## config.mk

```make
export PLATFORM = sky130hd
export DESIGN_NAME = cv32e40p_instr_decrypt
export DESIGN_NICKNAME = d
export VERILOG_FILES = /design/src/rtl/cv32e40p_instr_decrypt.sv
export SDC_FILE = /design/constraint.sdc
export NUM_CORES = 1
export LEC_CHECK = 0
export ABC_AREA = 1
export CAP_MARGIN = 20
export CORE_MARGIN = 1.5
export CORE_UTILIZATION = 59
export CTS_CLUSTER_SIZE = 20
export DETAILED_ROUTE_END_ITERATION = 8
export GPL_ROUTABILITY_DRIVEN = 0
export HOLD_SLACK_MARGIN = 0.06
export PLACE_DENSITY = 0.87
export SYNTH_ARGS = -nofsm -noshare
export SYNTH_HDL_FRONTEND = slang
export SYNTH_SLANG_ARGS = --single-unit
export TNS_END_PERCENT = 1
```

## constraint.sdc

```tcl
create_clock -name clk -period 11.35 [get_ports clk]
set_clock_uncertainty 0.05 [all_clocks]
set_input_delay 1.7025 -clock clk [delete_from_list [all_inputs] [get_ports clk]]
set_output_delay 1.7025 -clock clk [all_outputs]
set_load 0.005 [all_outputs]
```

## src/rtl/cv32e40p_instr_decrypt.sv

```systemverilog
// Instruction decryption between prefetch buffer and aligner: tracks fetch addresses,
// derives a per-address keystream and mirrors the prefetch FIFO with stored keystreams.
module cv32e40p_instr_decrypt #(
  parameter int unsigned FIFO_DEPTH      = 2,
  parameter int unsigned FIFO_ADDR_DEPTH = 1,
  parameter int unsigned OUTSTND_DEPTH   = 2
) (
  input  logic                       clk,
  input  logic                       rst,
  input  logic                       enable_i,
  input  logic                       key_we_i,
  input  logic [63:0]                key_i,
  input  logic                       instr_req_i,
  input  logic                       instr_gnt_i,
  input  logic [31:0]                instr_addr_i,
  input  logic                       instr_rvalid_i,
  input  logic                       fifo_push_i,
  input  logic                       fifo_pop_i,
  input  logic [FIFO_ADDR_DEPTH-1:0] fifo_write_pointer_i,
  input  logic [FIFO_ADDR_DEPTH-1:0] fifo_read_pointer_i,
  input  logic                       branch_i,
  input  logic [31:0]                cipher_i,
  output logic [31:0]                plain_o,
  output logic                       err_o
);

  localparam int unsigned QW  = (OUTSTND_DEPTH > 1) ? $clog2(OUTSTND_DEPTH) : 1;
  localparam int unsigned QCW = $clog2(OUTSTND_DEPTH + 1);
  localparam int unsigned SCW = $clog2(FIFO_DEPTH + 1);

  function automatic logic [31:0] keystream(input logic [31:0] addr, input logic [63:0] key);
    logic [31:0] w;
    logic [31:0] t;
    w = addr & 32'hFFFF_FFFC;
    t = w ^ key[63:32];
    return key[31:0] ^ {t[26:0], t[31:27]} ^ {w[15:0], w[31:16]};
  endfunction

  function automatic logic [QW-1:0] next_qptr(input logic [QW-1:0] p);
    return (p == QW'(OUTSTND_DEPTH - 1)) ? '0 : p + QW'(1);
  endfunction

  logic [63:0]     key_q;
  logic [31:0]     q_addr_q [OUTSTND_DEPTH];
  logic [QW-1:0]   q_head_q, q_tail_q;
  logic [QCW-1:0]  q_cnt_q, q_cnt_d;
  logic [31:0]     ks_mem_q [FIFO_DEPTH];
  logic [SCW-1:0]  s_cnt_q, s_cnt_d;
  logic            err_q, err_d;

  logic            q_grant, q_empty, q_full, q_bypass, q_push, q_pop;
  logic            s_empty, s_full;
  logic [31:0]     ks_resp;

  assign q_grant  = instr_req_i & instr_gnt_i;
  assign q_empty  = (q_cnt_q == '0);
  assign q_full   = (q_cnt_q == QCW'(OUTSTND_DEPTH));
  // Grant and response with an empty queue: the granted address is consumed on the spot.
  assign q_bypass = q_empty & q_grant & instr_rvalid_i;
  assign q_push   = q_grant & ~q_bypass & (~q_full | instr_rvalid_i);
  assign q_pop    = instr_rvalid_i & ~q_empty;
  assign ks_resp  = keystream(q_empty ? instr_addr_i : q_addr_q[q_head_q], key_q);

  assign s_empty  = (s_cnt_q == '0);
  assign s_full   = (s_cnt_q == SCW'(FIFO_DEPTH));

  always_comb begin
    q_cnt_d = q_cnt_q;
    if (q_push && !q_pop)      q_cnt_d = q_cnt_q + QCW'(1);
    else if (q_pop && !q_push) q_cnt_d = q_cnt_q - QCW'(1);

    s_cnt_d = s_cnt_q;
    if (branch_i)                                   s_cnt_d = '0;
    else if (fifo_push_i && !fifo_pop_i && !s_full) s_cnt_d = s_cnt_q + SCW'(1);
    else if (fifo_pop_i && !fifo_push_i && !s_empty) s_cnt_d = s_cnt_q - SCW'(1);

    err_d = err_q
          | (q_grant & q_full & ~instr_rvalid_i)
          | (instr_rvalid_i & q_empty & ~q_grant)
          | (fifo_push_i & s_full)
          | (fifo_pop_i & s_empty);
  end

  always_ff @(posedge clk or posedge rst) begin
    if (rst) begin
      key_q    <= '0;
      q_head_q <= '0;
      q_tail_q <= '0;
      q_cnt_q  <= '0;
      s_cnt_q  <= '0;
      err_q    <= 1'b0;
      for (int unsigned i = 0; i < OUTSTND_DEPTH; i++) q_addr_q[i] <= '0;
      for (int unsigned i = 0; i < FIFO_DEPTH; i++)    ks_mem_q[i] <= '0;
    end else begin
      if (key_we_i) key_q <= key_i;
      if (q_push) begin
        q_addr_q[q_tail_q] <= instr_addr_i;
        q_tail_q           <= next_qptr(q_tail_q);
      end
      if (q_pop) q_head_q <= next_qptr(q_head_q);
      if (fifo_push_i) ks_mem_q[fifo_write_pointer_i] <= ks_resp;
      q_cnt_q <= q_cnt_d;
      s_cnt_q <= s_cnt_d;
      err_q   <= err_d;
    end
  end

  always_comb begin
    plain_o = cipher_i;
    if (enable_i) begin
      if (s_empty) plain_o = cipher_i ^ ks_resp;
      else         plain_o = cipher_i ^ ks_mem_q[fifo_read_pointer_i];
    end
  end

  assign err_o = err_q;

endmodule
```

==> results.yml <==
synth:
  ys_seq_elements: 195
  synth-seq-area-share_pct: 42.75
  mappedNetlistNets: 1746
  synth_top_area_share_pct: 42.75
  syn_area_sq_um: 11410
  syn_inst: 1605
  yosysUniqueCellTypes: 36
  syn_area_per_cell_sq_um: 7.112
  synth.largest_area_cell: "dfrtp_1"
  ys_warn_count: 0
  synth.area.top_cells: "dfrtp_1, nand2_1, nand3_1"
placed_design:
  dp_cells: 1974
  port_buffers: 170
  hpwl_mm: 20.55
clock_network:
  numCtsBuffers: 17
  cts_repair_resize_count: 0
  cts_tree: "built"
  clkLatencyLatePin_ps: 440
  hold_buffers: 0
  root_buffer: "clkbuf_16"
  postCtsSetupRepairBufs: 0
  path_clk_slew_ps: 70
  ctsHtreeMaxLevel: 4
  clock_path_buffers: 2
  cts_num_sinks: 195
timing:
  max_freq_mhz: 172.0
  relSlewSlack_pct: 21.96
  setup-violations-final: 0
  max_slew.worst_pin.slew_ps: 1167
  rsz0062_at_grt: "false"
  final-hold-violation-count: 0
  period_needed_ps: 5813
  finalCritPeriodShare_pct: 51.22
  finalMaxSlewViolations: 0
  fin_setup_tns_ps: 0
critical_path:
  arrival_ps: 4060
  cp_top_family: "buffers and inverters"
  start_kind: "primary input"
  ff2ff_path_depth: 8
  cp_slowest_cell: "clkdlybuf4s50_1"
  critPathKind: "in -> out"
  path_buf_inv: 3
  endpoint_kind: "output pin"
  crit_top_cell: "clkdlybuf4s50_1"
  critical_path_peak_fanout: 32
  crit_cells: 6
  cp_slowest_stage_delay_ps: 1250
  required_ps: 9600
  path_cells: "clkdlybuf4s50_1 > o21ai_0 > inv_1 > nand3_1 > nand2_1 > clkdlybuf4s50_1"
run:
  cap_violations: 0
global_route:
  grt_max_degree: 121
  grt_pass1_wl_mm: 48.02
  antenna_found_initial: 0
  grt_pass1_vias: 9978
  track_usage_pct: 30.28
  overflow: 0
power_and_ir_drop:
  p_leak_nw: 7.242
  power_density_nw_per_um2: 253.1
  totalPowerFinal_mw: 3.497
  vdd_drop_max_mv: 0.1433
floorplanning:
  start_util_pct: 60.62
  rows: 50
  io_pins: 173
  die_h_microns: 142.1
  die-area_sq_um: 20190
  core_sq_um: 18830
  die_x_microns: 142.1
layout:
  area_growth_pct: 21.05
  nNetsFinal: 1875
  fin_cells: 2007
  fin_util_pct: 73.38
  n_fill_cell: 1476
  drive_gt1_share_pct: 7.212
  antenna_cells: 0
detailed_routing:
  drc: 0
  drt_wl_total_mm: 29.34
  drtIter0Drc: 916
  firstDrtPassIters: 6
  wire_per_inst_microns: 14.62
  via_per_inst: 5.348
  num_vias: 10730
  ant_nets: 0
min_path:
  hold-path-cell-count: 2
  hold_class: "reg -> reg"
status:
  status: "completed"
report_power, final:
group	leakage, nW	switching, mW	total [mW]	internal (mW)
clock	0.299	0.277	0.632	0.356
sequential	2.36	0.128	1.06	0.933
combinational	4.58	1.13	1.80	0.673
total	7.24	1.53	3.50	1.96
worst reg2reg max path: cells and delay by family (launching register included):
family | cells | cell delay (ps)
AND/OR/NAND/NOR | 5 | 830
AO/OA/AOI/OAI | 1 | 170
buffers and inverters | 2 | 830
flip-flops | 1 | 360
layer usage:
| layer | vias to the layer above | GRT usage [%] | routed length, microns | share of wire, % |
|---|---|---|---|---|
| li1 | 5297 | - | - | - |
| met1 | 4898 | 41.13 | 12520 | 43 |
| met2 | 466 | 47.45 | 13190 | 45 |
| met3 | 73 | 5.720 | 2504 | 8.5 |
| met4 | 0 | 13.67 | 1136 | 3.9 |
| met5 | - | 0 | 0 | 0 |
cells in the mapped netlist, drive strengths merged:
cell and number:
nand2 604, inv 214, dfrtp 195, o21ai 186
nand3 173, mux2 40, nor2 38, clkbuf 36
a21oi 34, buf 34, and2 30, xor2 8
nand3b 4, or2 3, a21boi 1, ha 1
nand4 1, o211ai 1, o221ai 1, xnor2 1
logic make-up after synthesis:
family                   after synthesis  share of synthesized area (%)
AND/OR/NAND/NOR                      853                          31.77
buffers and inverters                284                          10.16
AO/OA/AOI/OAI                        223                          10.45
flip-flops                           195                          42.75
multiplexers                          40                          3.946
XOR/XNOR                               9                         0.8221
adder cells (fa/ha/maj)                1                         0.1096
path summary, 6_finish.rpt:
path                                     startpoint                        to  slack [ps]
max                                        enable_i               plain_o[24]        5540
min                        ks_mem_q[37]$_DFFE_PP0P_  ks_mem_q[37]$_DFFE_PP0P_         440
max reg2reg                    q_head_q$_DFFE_PP0P_  ks_mem_q[38]$_DFFE_PP0P_        9010
min reg2reg                ks_mem_q[37]$_DFFE_PP0P_  ks_mem_q[37]$_DFFE_PP0P_         440
max in group asynchronous                       rst      key_q[0]$_DFFE_PP0P_        7900
min in group asynchronous                       rst  ks_mem_q[11]$_DFFE_PP0P_        1640
per-stage QoR:
step / area, sq um / hold slack (ps) / setup WS (ps)
detailed placement: 13180 / 420.6 / 5615
global route: 13820 / 453.7 / 5429
global placement: 13180 / 409.2 / 5603
floorplan: 11410 / 396.1 / 4285
finish: 13820 / 435.1 / 5537
CTS: 13790 / 438.7 / 5609
flip-flops by register name (all words and copies together), names as in the netlist:
signal and cells:
q_head_q 1, key_q 64, err_o 1, ks_mem_q 64
q_tail_q 1, q_cnt_q 2, q_addr_q 60, s_cnt_q 2
cell usage in the layout (no fill, tap or decap), types with 18 or more instances in the layout:
| master | instances |
|---|---|
| o21ai_2 | 18 |
| clkdlybuf4s50_1 | 169 |
| a21oi_1 | 34 |
| o21ai_0 | 113 |
| inv_1 | 209 |
| and2_1 | 21 |
| dfrtp_1 | 195 |
| mux2_2 | 23 |
| nand3_1 | 164 |
| nand2_1 | 591 |
| nor2_1 | 35 |
| o21ai_1 | 55 |
cell type report:
| cell class | instances | area [sq um] | area share, % |
|---|---|---|---|
| tap | 260 | 325.3 | 2.354 |
| clock buffer | 18 | 439.2 | 3.178 |
| sequential | 195 | 4880 | 35.32 |
| timing repair buffer | 180 | 1794 | 12.99 |
| inverter | 214 | 808.3 | 5.850 |
| multi-input combinational | 1126 | 5395 | 39.05 |
| clock inverter | 14 | 175.2 | 1.268 |
Power figures use the tool's default switching activity.
